`src/rtl/risc_spm_pkg.sv`:
```
`default_nettype none
// ============================================================================
// Module      : risc_spm_pkg
// Description : Shared constants for the RISC SPM datapath and control unit:
//               word/opcode sizes, opcode values and bus select codes.
// Revision    : 1.0 - initial release
// ============================================================================
package risc_spm_pkg;

  // Datapath geometry
  localparam int c_word_size = 8;
  localparam int c_op_size   = 4;
  localparam int c_sel1_size = 3;
  localparam int c_sel2_size = 2;

  // Opcodes (upper op_size bits of the instruction word)
  localparam logic [c_op_size-1:0] c_op_nop = 4'd0;
  localparam logic [c_op_size-1:0] c_op_add = 4'd1;
  localparam logic [c_op_size-1:0] c_op_sub = 4'd2;
  localparam logic [c_op_size-1:0] c_op_and = 4'd3;
  localparam logic [c_op_size-1:0] c_op_not = 4'd4;
  localparam logic [c_op_size-1:0] c_op_rd  = 4'd5;
  localparam logic [c_op_size-1:0] c_op_wr  = 4'd6;
  localparam logic [c_op_size-1:0] c_op_br  = 4'd7;
  localparam logic [c_op_size-1:0] c_op_brz = 4'd8;
  localparam logic [c_op_size-1:0] c_op_eqz = 4'd9;
  localparam logic [c_op_size-1:0] c_op_ldr = 4'd10;

  // Bus_1 source selects; codes above c_sel1_pc drive zero
  localparam logic [c_sel1_size-1:0] c_sel1_r0 = 3'd0;
  localparam logic [c_sel1_size-1:0] c_sel1_r1 = 3'd1;
  localparam logic [c_sel1_size-1:0] c_sel1_r2 = 3'd2;
  localparam logic [c_sel1_size-1:0] c_sel1_r3 = 3'd3;
  localparam logic [c_sel1_size-1:0] c_sel1_pc = 3'd4;

  // Bus_2 source selects; c_sel2_zero drives zero
  localparam logic [c_sel2_size-1:0] c_sel2_alu  = 2'd0;
  localparam logic [c_sel2_size-1:0] c_sel2_bus1 = 2'd1;
  localparam logic [c_sel2_size-1:0] c_sel2_mem  = 2'd2;
  localparam logic [c_sel2_size-1:0] c_sel2_zero = 2'd3;

endpackage : risc_spm_pkg
`default_nettype wire

```
`src/rtl/alu_risc.sv`:
```
`default_nettype none
// ============================================================================
// Module      : alu_risc
// Description : Combinational ALU of the RISC SPM. Results wrap modulo
//               2^word_size; unsupported opcodes produce zero.
// Revision    : 1.0 - initial release
// ============================================================================
module alu_risc
  import risc_spm_pkg::*;
#(
  parameter int word_size = c_word_size,
  parameter int op_size   = c_op_size
) (
  input  logic [word_size-1:0] a,
  input  logic [word_size-1:0] b,
  input  logic [op_size-1:0]   opcode,
  output logic [word_size-1:0] alu_out
);

  // Opcode decode; the default result keeps undefined opcodes at zero
  always_comb begin
    alu_out = '0;
    case (opcode)
      op_size'(c_op_add): alu_out = a + b;
      op_size'(c_op_sub): alu_out = b - a;
      op_size'(c_op_and): alu_out = a & b;
      op_size'(c_op_not): alu_out = ~b;
      op_size'(c_op_eqz): alu_out = a ^ b;
      default:            alu_out = '0;
    endcase
  end

endmodule : alu_risc
`default_nettype wire

```
`src/rtl/processing_unit.sv`:
```
`default_nettype none
// ============================================================================
// Module      : processing_unit
// Description : RISC SPM datapath: four general registers, PC, IR, address
//               register, ALU operand register Y and zero flag, joined by
//               two combinational buses around the ALU.
// Revision    : 1.0 - initial release
// ============================================================================
module processing_unit
  import risc_spm_pkg::*;
#(
  parameter int word_size = c_word_size,
  parameter int op_size   = c_op_size,
  parameter int Sel1_size = c_sel1_size,
  parameter int Sel2_size = c_sel2_size
) (
  input  logic                 clk,
  input  logic                 rst,
  input  logic                 Load_R0,
  input  logic                 Load_R1,
  input  logic                 Load_R2,
  input  logic                 Load_R3,
  input  logic                 Load_PC,
  input  logic                 Inc_PC,
  input  logic [Sel1_size-1:0] Sel_Bus_1_Mux,
  input  logic [Sel2_size-1:0] Sel_Bus_2_Mux,
  input  logic                 Load_IR,
  input  logic                 Load_Add_R,
  input  logic                 Load_Reg_Y,
  input  logic                 Load_Reg_Z,
  input  logic [word_size-1:0] mem_word,
  output logic [word_size-1:0] instruction,
  output logic [word_size-1:0] address,
  output logic [word_size-1:0] Bus_1,
  output logic                 zero
);

  logic [word_size-1:0] r_gpr [4];
  logic [word_size-1:0] r_pc;
  logic [word_size-1:0] r_ir;
  logic [word_size-1:0] r_addr;
  logic [word_size-1:0] r_y;
  logic                 r_zero;

  logic [word_size-1:0] w_bus_1;
  logic [word_size-1:0] w_bus_2;
  logic [word_size-1:0] w_alu_out;
  logic [3:0]           w_load_gpr;

  assign w_load_gpr = {Load_R3, Load_R2, Load_R1, Load_R0};

  // Bus_1 source mux; unused select codes drive zero so no X escapes
  always_comb begin
    w_bus_1 = '0;
    case (Sel_Bus_1_Mux)
      Sel1_size'(c_sel1_r0): w_bus_1 = r_gpr[0];
      Sel1_size'(c_sel1_r1): w_bus_1 = r_gpr[1];
      Sel1_size'(c_sel1_r2): w_bus_1 = r_gpr[2];
      Sel1_size'(c_sel1_r3): w_bus_1 = r_gpr[3];
      Sel1_size'(c_sel1_pc): w_bus_1 = r_pc;
      default:               w_bus_1 = '0;
    endcase
  end

  // Bus_2 source mux feeding every register load
  always_comb begin
    w_bus_2 = '0;
    case (Sel_Bus_2_Mux)
      Sel2_size'(c_sel2_alu):  w_bus_2 = w_alu_out;
      Sel2_size'(c_sel2_bus1): w_bus_2 = w_bus_1;
      Sel2_size'(c_sel2_mem):  w_bus_2 = mem_word;
      default:                 w_bus_2 = '0;
    endcase
  end

  alu_risc #(
    .word_size (word_size),
    .op_size   (op_size)
  ) u_alu (
    .a       (r_y),
    .b       (w_bus_1),
    .opcode  (r_ir[word_size-1 -: op_size]),
    .alu_out (w_alu_out)
  );

  // Register file; non-blocking updates give read-before-write on Bus_1
  always_ff @(posedge clk) begin
    if (!rst) begin
      for (int i = 0; i < 4; i++) r_gpr[i] <= '0;
    end else begin
      for (int i = 0; i < 4; i++) begin
        if (w_load_gpr[i]) r_gpr[i] <= w_bus_2;
      end
    end
  end

  // Program counter; an explicit load wins over increment
  always_ff @(posedge clk) begin
    if (!rst)         r_pc <= '0;
    else if (Load_PC) r_pc <= w_bus_2;
    else if (Inc_PC)  r_pc <= r_pc + word_size'(1);
  end

  // Instruction, address and ALU operand registers
  always_ff @(posedge clk) begin
    if (!rst) begin
      r_ir   <= '0;
      r_addr <= '0;
      r_y    <= '0;
    end else begin
      if (Load_IR)    r_ir   <= w_bus_2;
      if (Load_Add_R) r_addr <= w_bus_2;
      if (Load_Reg_Y) r_y    <= w_bus_2;
    end
  end

  // Zero flag captures whether the current ALU result is zero
  always_ff @(posedge clk) begin
    if (!rst)            r_zero <= 1'b0;
    else if (Load_Reg_Z) r_zero <= (w_alu_out == '0);
  end

  assign instruction = r_ir;
  assign address     = r_addr;
  assign Bus_1       = w_bus_1;
  assign zero        = r_zero;

endmodule : processing_unit
`default_nettype wire

```
`config.mk`:
```
export PLATFORM = sky130hd
export DESIGN_NAME = processing_unit
export DESIGN_NICKNAME = d
export VERILOG_FILES = /design/src/rtl/risc_spm_pkg.sv /design/src/rtl/alu_risc.sv /design/src/rtl/processing_unit.sv
export SDC_FILE = /design/constraint.sdc
export NUM_CORES = 1
export LEC_CHECK = 0
export ABC_AREA = 1
export BUFFER_PORTS_ARGS = -buffer_cell sky130_fd_sc_hd__buf_4
export CORE_MARGIN = 5
export CORE_UTILIZATION = 50
export CTS_BUF_LIST = sky130_fd_sc_hd__clkbuf_8 sky130_fd_sc_hd__clkbuf_16
export DETAILED_ROUTE_END_ITERATION = 7
export PLACE_DENSITY_LB_ADDON = 0.25
export SKIP_LAST_GASP = 1
export SLEW_MARGIN = 25
export SYNTH_ARGS = -nofsm -noshare
export SYNTH_HDL_FRONTEND = slang
export SYNTH_SLANG_ARGS = --single-unit
```
`constraint.sdc`:
```
create_clock -name clk -period 3.19 [get_ports clk]
set_clock_uncertainty 0.15 [all_clocks]
set_input_delay 0.4785 -clock clk [delete_from_list [all_inputs] [get_ports clk]]
set_output_delay 0.4785 -clock clk [all_outputs]
set_load 0.02 [all_outputs]
```
==> impl_results.html, run 1 <==
<table>
<tr><th>Metric</th><th>Value</th></tr>
<tr><th colspan="2">Outcome</th></tr>
<tr><td>Run status</td><td>complete, no violations</td></tr>
<tr><th colspan="2">Global routing</th></tr>
<tr><td>GRT Total Usage</td><td>0.2433</td></tr>
<tr><td>Wire length of the first global-routing pass</td><td>19050 um</td></tr>
<tr><td>Final global-route overflow total</td><td>0</td></tr>
<tr><td>Largest net degree at the start of global routing</td><td>23</td></tr>
<tr><td>Initial antenna violation count</td><td>0</td></tr>
<tr><td>Via count of the first global-routing pass</td><td>between 3000 and 4000</td></tr>
<tr><th colspan="2">Synth</th></tr>
<tr><td>Most frequent cell after synthesis</td><td>nand2_1</td></tr>
<tr><td>Cells taking the most area after synthesis</td><td>edfxtp_1, dfxtp_1, nand2_1</td></tr>
<tr><td>Synthesized instance count</td><td>553</td></tr>
<tr><td>Post-Syn Nets</td><td>596</td></tr>
<tr><td>Number of distinct library cells after synthesis</td><td>42</td></tr>
<tr><td>Most used flip-flop cell after synthesis</td><td>dfxtp_1</td></tr>
<tr><td>Number of synthesized flops with an enable pin</td><td>32</td></tr>
<tr><td>Cell accounting for the most synthesized area</td><td>edfxtp_1</td></tr>
<tr><td>Cell area after technology mapping</td><td>between 4000 and 5000 um^2</td></tr>
<tr><td>Count of yosys warnings during synthesis</td><td>0</td></tr>
<tr><td>Share of async-settable or async-resettable flops after synthesis</td><td>0</td></tr>
<tr><td>Syn Area/Cell</td><td>7.505 um^2</td></tr>
<tr><td>Portion of the post-synthesis area used by sequential elements</td><td>0.3907</td></tr>
<tr><td>Fraction of synthesized cell area taken by the top area cell type</td><td>0.2315</td></tr>
<tr><td>Flops &amp; latches, synth</td><td>65</td></tr>
<tr><td>Ranking of synthesized cells by instance count</td><td>nand2_1, inv_1, nor2_1, nand3_1, dfxtp_1</td></tr>
<tr><th colspan="2">Timing</th></tr>
<tr><td>Unrepaired setup endpoints after global routing</td><td>true</td></tr>
<tr><td>Maximum operating frequency</td><td>0.3312 GHz</td></tr>
<tr><td>Measured slew at the worst slew-check pin</td><td>740.0 ps</td></tr>
<tr><td>Normalized max-slew margin</td><td>0.5049</td></tr>
<tr><td>Final cycle utilization of the critical path</td><td>0.9464</td></tr>
<tr><td>Time the final worst path needs with I/O delays and setup</td><td>~3000 ps</td></tr>
<tr><td>Final count of pins violating max slew</td><td>0</td></tr>
<tr><td>TNS Setup</td><td>0 ps</td></tr>
<tr><td>Setup violators final</td><td>0</td></tr>
<tr><td>Final number of hold-violating endpoints</td><td>0</td></tr>
<tr><th colspan="2">Clock tree</th></tr>
<tr><td>CTS Hold Bufs</td><td>0</td></tr>
<tr><td>Root buf cell</td><td>clkbuf_8</td></tr>
<tr><td>CTS HTree Levels</td><td>3</td></tr>
<tr><td>Clock net sink count</td><td>between 60 and 70</td></tr>
<tr><td>Maximum count of clock buffers along a single path</td><td>2</td></tr>
<tr><td>CTS clock-pin slew for the worst setup and hold paths</td><td>80 ps</td></tr>
<tr><td>TritonCTS clock tree</td><td>built</td></tr>
<tr><td>Clock buffers created by TritonCTS</td><td>9</td></tr>
<tr><td>Clock network latency to the later pin of the worst-skew pair</td><td>350 ps</td></tr>
<tr><th colspan="2">Die</th></tr>
<tr><td>Starting Density</td><td>0.5102</td></tr>
<tr><td>Die height</td><td>101.1 um</td></tr>
<tr><td>Number of placement rows</td><td>33</td></tr>
<tr><td>Core area</td><td>between 8000 and 9000 um^2</td></tr>
<tr><td>Die Area</td><td>10220 um^2</td></tr>
<tr><td>Horizontal die dimension</td><td>101.1 um</td></tr>
<tr><td>Boundary pin count</td><td>50</td></tr>
<tr><th colspan="2">Power</th></tr>
<tr><td>Power density over the cells</td><td>478.8 nW/um^2</td></tr>
<tr><td>Worst IR drop on VDD</td><td>0.3591 mV</td></tr>
<tr><td>PnR Total Power</td><td>2.474 mW</td></tr>
<tr><td>Cell leakage power</td><td>around 2.7 nW</td></tr>
<tr><th colspan="2">Routing</th></tr>
<tr><td>Routed via count divided by cell count</td><td>5.352</td></tr>
<tr><td>Count of routing violations after the opening detailed-route iteration</td><td>300</td></tr>
<tr><td>Number of detailed-route iterations in the first pass</td><td>5</td></tr>
<tr><td>Routed len/inst</td><td>15.97 um</td></tr>
<tr><td>Post-detailed-route count of antenna-violating nets</td><td>0</td></tr>
<tr><td>Total length of routed wires</td><td>11980 um</td></tr>
<tr><td>DR vias</td><td>4014</td></tr>
<tr><td>DRC violation count after routing</td><td>0</td></tr>
<tr><th colspan="2">Layout</th></tr>
<tr><td>Share of cells above drive strength 1</td><td>0.2605</td></tr>
<tr><td>Count of nets after finishing</td><td>around 680</td></tr>
<tr><td>Layout-stage area growth over the synthesis result</td><td>24.48%</td></tr>
<tr><td>Diode count</td><td>0</td></tr>
<tr><td>Layout Cells excl Fill</td><td>750</td></tr>
<tr><td>Count of filler cells inserted in the layout</td><td>707</td></tr>
<tr><td>Post-layout utilization of the core</td><td>0.6351</td></tr>
<tr><th colspan="2">Min path</th></tr>
<tr><td>Path type of the worst min-delay path</td><td>input port to flop</td></tr>
<tr><td>Worst Hold Launch</td><td>Load_Reg_Z</td></tr>
<tr><th colspan="2">Placement</th></tr>
<tr><td>HPWL after DPL</td><td>9268 um</td></tr>
<tr><td>RePlAce Congestion</td><td>0.9714</td></tr>
<tr><td>Cell count after placement</td><td>733</td></tr>
<tr><td>Number of port buffers</td><td>49</td></tr>
<tr><th colspan="2">Setup path</th></tr>
<tr><td>Data required, critical path</td><td>3220 ps</td></tr>
<tr><td>Worst reg2reg path startpoint</td><td>instruction[6]</td></tr>
<tr><td>Critical path class</td><td>flop to flop</td></tr>
<tr><td>Startpoint Class</td><td>flop</td></tr>
<tr><td>Timing startpoint of the critical path</td><td>instruction[6]</td></tr>
<tr><td>Kind of end point of the critical path</td><td>flop</td></tr>
<tr><td>Data arrival at the endpoint of the critical path</td><td>3050 ps</td></tr>
<tr><td>Largest fanout on the critical path</td><td>10</td></tr>
<tr><th colspan="2">Flow run</th></tr>
<tr><td>Max_cap viols</td><td>0</td></tr>
</table>
cell type report:
| cell class | count | area (um^2) | area share |
|---|---|---|---|
| multi-input cells | 372 | 2126 | 0.4115 |
| flip-flops and latches | 65 | 1623 | 0.3141 |
| repair buffers | 90 | 679.4 | 0.1315 |
| inverters | 102 | 385.4 | 0.07459 |
| clock buffers | 10 | 137.6 | 0.02664 |
| well taps | 105 | 131.4 | 0.02543 |
| clock inverters | 6 | 83.83 | 0.01623 |
metal layers:
layer,up-vias,part of all wire,GRT usage
met5,-,0,0
met4,0,0.026,0.09407
met3,25,0.079,0.05675
met2,161,0.46,0.3747
met1,1853,0.44,0.3323
li1,1975,-,-
critical path, cell delays in order, from the launching register on:
cell and delay, ps:
dfxtp_1 360, nor2_4 190, nand3_4 180, o21ai_1 290, inv_1 90, ha_1 270, nand2_1 60, inv_1 50
buf_4 120, nand3_1 90, nand3_1 70, nand2_1 60, nand3_1 100, nand3b_1 140, nand2_1 60, nand2_1 250
inv_2 120, nor2_1 190
registers in the layout, summed over array words and instances (netlist names):
name,flops
address,8
instruction,8
r_gpr,32
r_pc,8
r_y,8
zero,1
kinds of logic after synthesis:
kind of cell | count (synthesis) | synth area share
buf+inv | 116 | 0.1131
fa+ha+maj | 18 | 0.05607
flops | 65 | 0.3907
simple gates | 269 | 0.3045
xor+xnor | 10 | 0.02110
compound gates | 75 | 0.1146
power breakdown:
group / switching [mW] / leakage, nW / internal (mW)
combinational: 0.414 / 1.96 / 0.283
clock: 0.338 / 0.115 / 0.459
sequential: 0.0438 / 0.628 / 0.936
timing repair:
item,in CTS,in global routing
hold endpoints to repair,0,0
setup endpoints to repair,4,23
pin swaps,0,10
buffers inserted,0,1
cloned,0,0
resized for setup,2,17
placed cells by master (no fill, tap or decap), drive strengths merged, types with 9 or more instances in the layout:
cell type / instances
xor2: 9
inv: 105
dfxtp: 33
buf: 90
a21oi: 23
edfxtp: 32
nand4: 21
ha: 17
clkbuf: 10
nand2: 124
nor2: 66
nand3: 44
o21ai: 24
o211ai: 15
stage by stage:
step	setup slack, ps	hold WS, ps	area, um^2
2_1_floorplan	138.8	355.0	4150
3_3_place_gp	-130.1	314.6	4866
3_5_place_dp	-136.4	319.4	4866
4_1_cts	48.70	271.7	5097
5_1_grt	-4.113	280.8	5166
6_report	170.9	273.0	5166
path summary, 6_finish.rpt:
path / to / slack (ps) / depth (start not counted)
setup / recovery: r_gpr[1][5] / 170 / 17
hold / removal: zero / 270 / 4
setup reg to reg: r_gpr[1][5] / 170 / 17
hold reg to reg: instruction[0] / 340 / 2
No activity file was read; power rests on OpenSTA's default activity.
==> inputs of run 2 (changes only) <==
CORE_ASPECT_RATIO = 1.1   (was unset)
==> run 2 against run 1 <==
Sequential cell count unchanged; routed wire length decreased by 4.2%; final area decreased by 4.6%; total power decreased by 6.0%; die area about the same; register-to-register slack improved by 90 ps; critical path depth unchanged; fmax increased by 2.9%; sequential power decreased by 0.4%; non-clock buffer count decreased by 25; critical path type unchanged; largest cell class unchanged; highest routed layer unchanged.
==> impl_results.html, run 2 (synthesized netlist as in run 1, its figures left out) <==
<table>
<tr><th>Metric</th><th>Value</th></tr>
<tr><th colspan="2">Global routing</th></tr>
<tr><td>Initial antenna violation count</td><td>0 (unchanged)</td></tr>
<tr><td>Wire length of the first global-routing pass</td><td>18550 um (-2.6%)</td></tr>
<tr><td>GRT Total Usage</td><td>0.2274 (-0.01593)</td></tr>
<tr><td>Via count of the first global-routing pass</td><td>3729 (-2.9%)</td></tr>
<tr><td>Largest net degree at the start of global routing</td><td>23 (unchanged)</td></tr>
<tr><td>Final global-route overflow total</td><td>0 (unchanged)</td></tr>
<tr><th colspan="2">Power</th></tr>
<tr><td>Power density over the cells</td><td>471.6 nW/um^2 (-1.5%)</td></tr>
<tr><td>PnR Total Power</td><td>2.324 mW (-6.0%)</td></tr>
<tr><td>Worst IR drop on VDD</td><td>0.4139 mV (+15%)</td></tr>
<tr><td>Cell leakage power</td><td>2.567 nW (-5.0%)</td></tr>
<tr><th colspan="2">Timing</th></tr>
<tr><td>Unrepaired setup endpoints after global routing</td><td>true</td></tr>
<tr><td>Time the final worst path needs with I/O delays and setup</td><td>2933 ps (-86.27 ps)</td></tr>
<tr><td>Worst Hold Margin</td><td>268.3 ps (-4.791 ps)</td></tr>
<tr><td>Normalized max-slew margin</td><td>0.4854 (-0.01945)</td></tr>
<tr><td>Maximum operating frequency</td><td>0.3410 GHz (+2.9%)</td></tr>
<tr><td>Measured slew at the worst slew-check pin</td><td>769.0 ps (+29.07 ps)</td></tr>
<tr><td>Setup violators final</td><td>0 (unchanged)</td></tr>
<tr><td>Final cycle utilization of the critical path</td><td>0.9194 (-0.02704)</td></tr>
<tr><td>Final number of hold-violating endpoints</td><td>0 (unchanged)</td></tr>
<tr><td>Final count of pins violating max slew</td><td>0 (unchanged)</td></tr>
<tr><td>TNS Setup</td><td>0 ps (unchanged)</td></tr>
<tr><td>Final setup margin</td><td>257.1 ps (+86.27 ps)</td></tr>
<tr><th colspan="2">Placement</th></tr>
<tr><td>Worst slack, placed</td><td>-42.70 ps (+93.73 ps)</td></tr>
<tr><td>Number of port buffers</td><td>49 (unchanged)</td></tr>
<tr><td>RePlAce Congestion</td><td>0.9333 (-3.9%)</td></tr>
<tr><td>HPWL after DPL</td><td>8949 um (-3.4%)</td></tr>
<tr><th colspan="2">Routing</th></tr>
<tr><td>Number of detailed-route iterations in the first pass</td><td>5 (unchanged)</td></tr>
<tr><td>Total length of routed wires</td><td>11480 um (-4.2%)</td></tr>
<tr><td>DR vias</td><td>3871 (-3.6%)</td></tr>
<tr><td>DRC violation count after routing</td><td>0 (unchanged)</td></tr>
<tr><td>Routed via count divided by cell count</td><td>5.317 (-0.65%)</td></tr>
<tr><td>Post-detailed-route count of antenna-violating nets</td><td>0 (unchanged)</td></tr>
<tr><td>Count of routing violations after the opening detailed-route iteration</td><td>234 (-22%)</td></tr>
<tr><td>Routed len/inst</td><td>15.77 um (-1.3%)</td></tr>
<tr><th colspan="2">Clock tree</th></tr>
<tr><td>CTS HTree Levels</td><td>3 (unchanged)</td></tr>
<tr><td>Root buf cell</td><td>clkbuf_8</td></tr>
<tr><td>TritonCTS clock tree</td><td>built</td></tr>
<tr><td>Clock network latency to the later pin of the worst-skew pair</td><td>350 ps (about the same)</td></tr>
<tr><td>CTS Hold Bufs</td><td>0 (unchanged)</td></tr>
<tr><td>Clock buffers created by TritonCTS</td><td>9 (unchanged)</td></tr>
<tr><td>CTS clock-pin slew for the worst setup and hold paths</td><td>80 ps (about the same)</td></tr>
<tr><td>Maximum count of clock buffers along a single path</td><td>2 (unchanged)</td></tr>
<tr><td>Clock net sink count</td><td>65 (unchanged)</td></tr>
<tr><th colspan="2">Min path</th></tr>
<tr><td>Path type of the worst min-delay path</td><td>input port to flop</td></tr>
<tr><th colspan="2">Layout</th></tr>
<tr><td>Count of filler cells inserted in the layout</td><td>774 (+9.5%)</td></tr>
<tr><td>Share of cells above drive strength 1</td><td>0.2194 (-0.04111)</td></tr>
<tr><td>Diode count</td><td>0 (unchanged)</td></tr>
<tr><td>Top library cells by usage in the layout, fill and taps aside</td><td>nand2_1, inv_1, buf_4</td></tr>
<tr><td>Most common cell after layout, fill and taps aside</td><td>nand2_1</td></tr>
<tr><td>Top reg by flops</td><td>r_gpr</td></tr>
<tr><td>Number of flip-flops under the largest register name</td><td>32 (unchanged)</td></tr>
<tr><td>Layout-stage area growth over the synthesis result</td><td>18.75%</td></tr>
<tr><td>Count of nets after finishing</td><td>658 (-3.7%)</td></tr>
<tr><th colspan="2">Die</th></tr>
<tr><td>Die height</td><td>105.6 um (+4.4%)</td></tr>
<tr><td>Die Area</td><td>10220 um^2 (about the same)</td></tr>
<tr><td>Core area</td><td>7998 um^2 (-1.7%)</td></tr>
<tr><td>Number of placement rows</td><td>34 (+3.0%)</td></tr>
<tr><td>Starting Density</td><td>0.5189 (+0.008701)</td></tr>
<tr><td>Boundary pin count</td><td>50 (unchanged)</td></tr>
<tr><td>Horizontal die dimension</td><td>96.87 um (-4.2%)</td></tr>
<tr><th colspan="2">Setup path</th></tr>
<tr><td>Startpoint Class</td><td>flop</td></tr>
<tr><td>Critical path class</td><td>flop to flop</td></tr>
<tr><td>Reg-to-reg slack, setup</td><td>260 ps (+90 ps)</td></tr>
<tr><td>Data arrival at the endpoint of the critical path</td><td>2870 ps (-180 ps)</td></tr>
<tr><td>Largest fanout on the critical path</td><td>4 (-6)</td></tr>
<tr><td>Data required, critical path</td><td>3130 ps (-90 ps)</td></tr>
<tr><td>Kind of end point of the critical path</td><td>flop</td></tr>
<tr><th colspan="2">Outcome</th></tr>
<tr><td>Run status</td><td>complete, no violations</td></tr>
<tr><th colspan="2">Flow run</th></tr>
<tr><td>Max_cap viols</td><td>0 (unchanged)</td></tr>
</table>
[run 2: through the flow]
stage	instance area, um^2	util	instances
detailed placement	4682	0.5854	711
CTS	4892	0.6117	727
finish	4928	0.6162	728
floorplan	4150	-	553
global placement	4682	0.5854	711
global route	4928	0.6162	728
[run 2: final timing paths]
path | start | endpoint | cells past startpoint
hold reg to reg | address[1] | address[1] | 2
setup / recovery | r_y[1] | r_gpr[3][7] | 17
setup reg to reg | r_y[1] | r_gpr[3][7] | 17
hold / removal | Load_Reg_Z | zero | 4
[run 2: cell type report]
class,count,area (um^2),share of cell area
flip-flops and latches,65,1622,0.3290
clock buffers,12,176.4,0.03580
inverters,102,385.4,0.07819
multi-input cells,372,2088,0.4237
repair buffers,65,488.0,0.09901
clock inverters,4,33.78,0.006855
well taps,108,135.1,0.02742
[run 2: worst max-delay path, cell delays in order (launching register included)]
cell and delay (ps):
dfxtp_1 330, inv_1 100, ha_1 150, inv_1 60
nor3_1 150, inv_1 110, o31ai_2 200, xor2_1 160
inv_1 90, ha_4 230, a21oi_1 140, o21ai_0 110
a21oi_2 130, nand3_1 100, nand3_2 80, nand2_2 90
a21boi_4 210, nor2_1 60
[run 2: repair_timing]
item,in CTS,in global routing
resized for setup,0,5
setup endpoints to repair,0,15
endpoints found under the hold margin,0,0
setup buffers,0,1
[run 2: per-layer routing]
metal / routed length [um] / share of wire / global-route usage
met2: 5791 / 0.50 / 0.3915
met4: 378 / 0.033 / 0.1184
met3: 662 / 0.058 / 0.04161
met1: 4644 / 0.40 / 0.2706
met5: 0 / 0 / 0
[run 2: report_power, final]
part           leakage, nW  internal (mW)  total [mW]  switching [mW]
logic                 1.84          0.231       0.620           0.389
registers            0.628          0.936       0.976          0.0404
clock network        0.104          0.376       0.728           0.352
total                 2.57           1.54        2.32           0.782
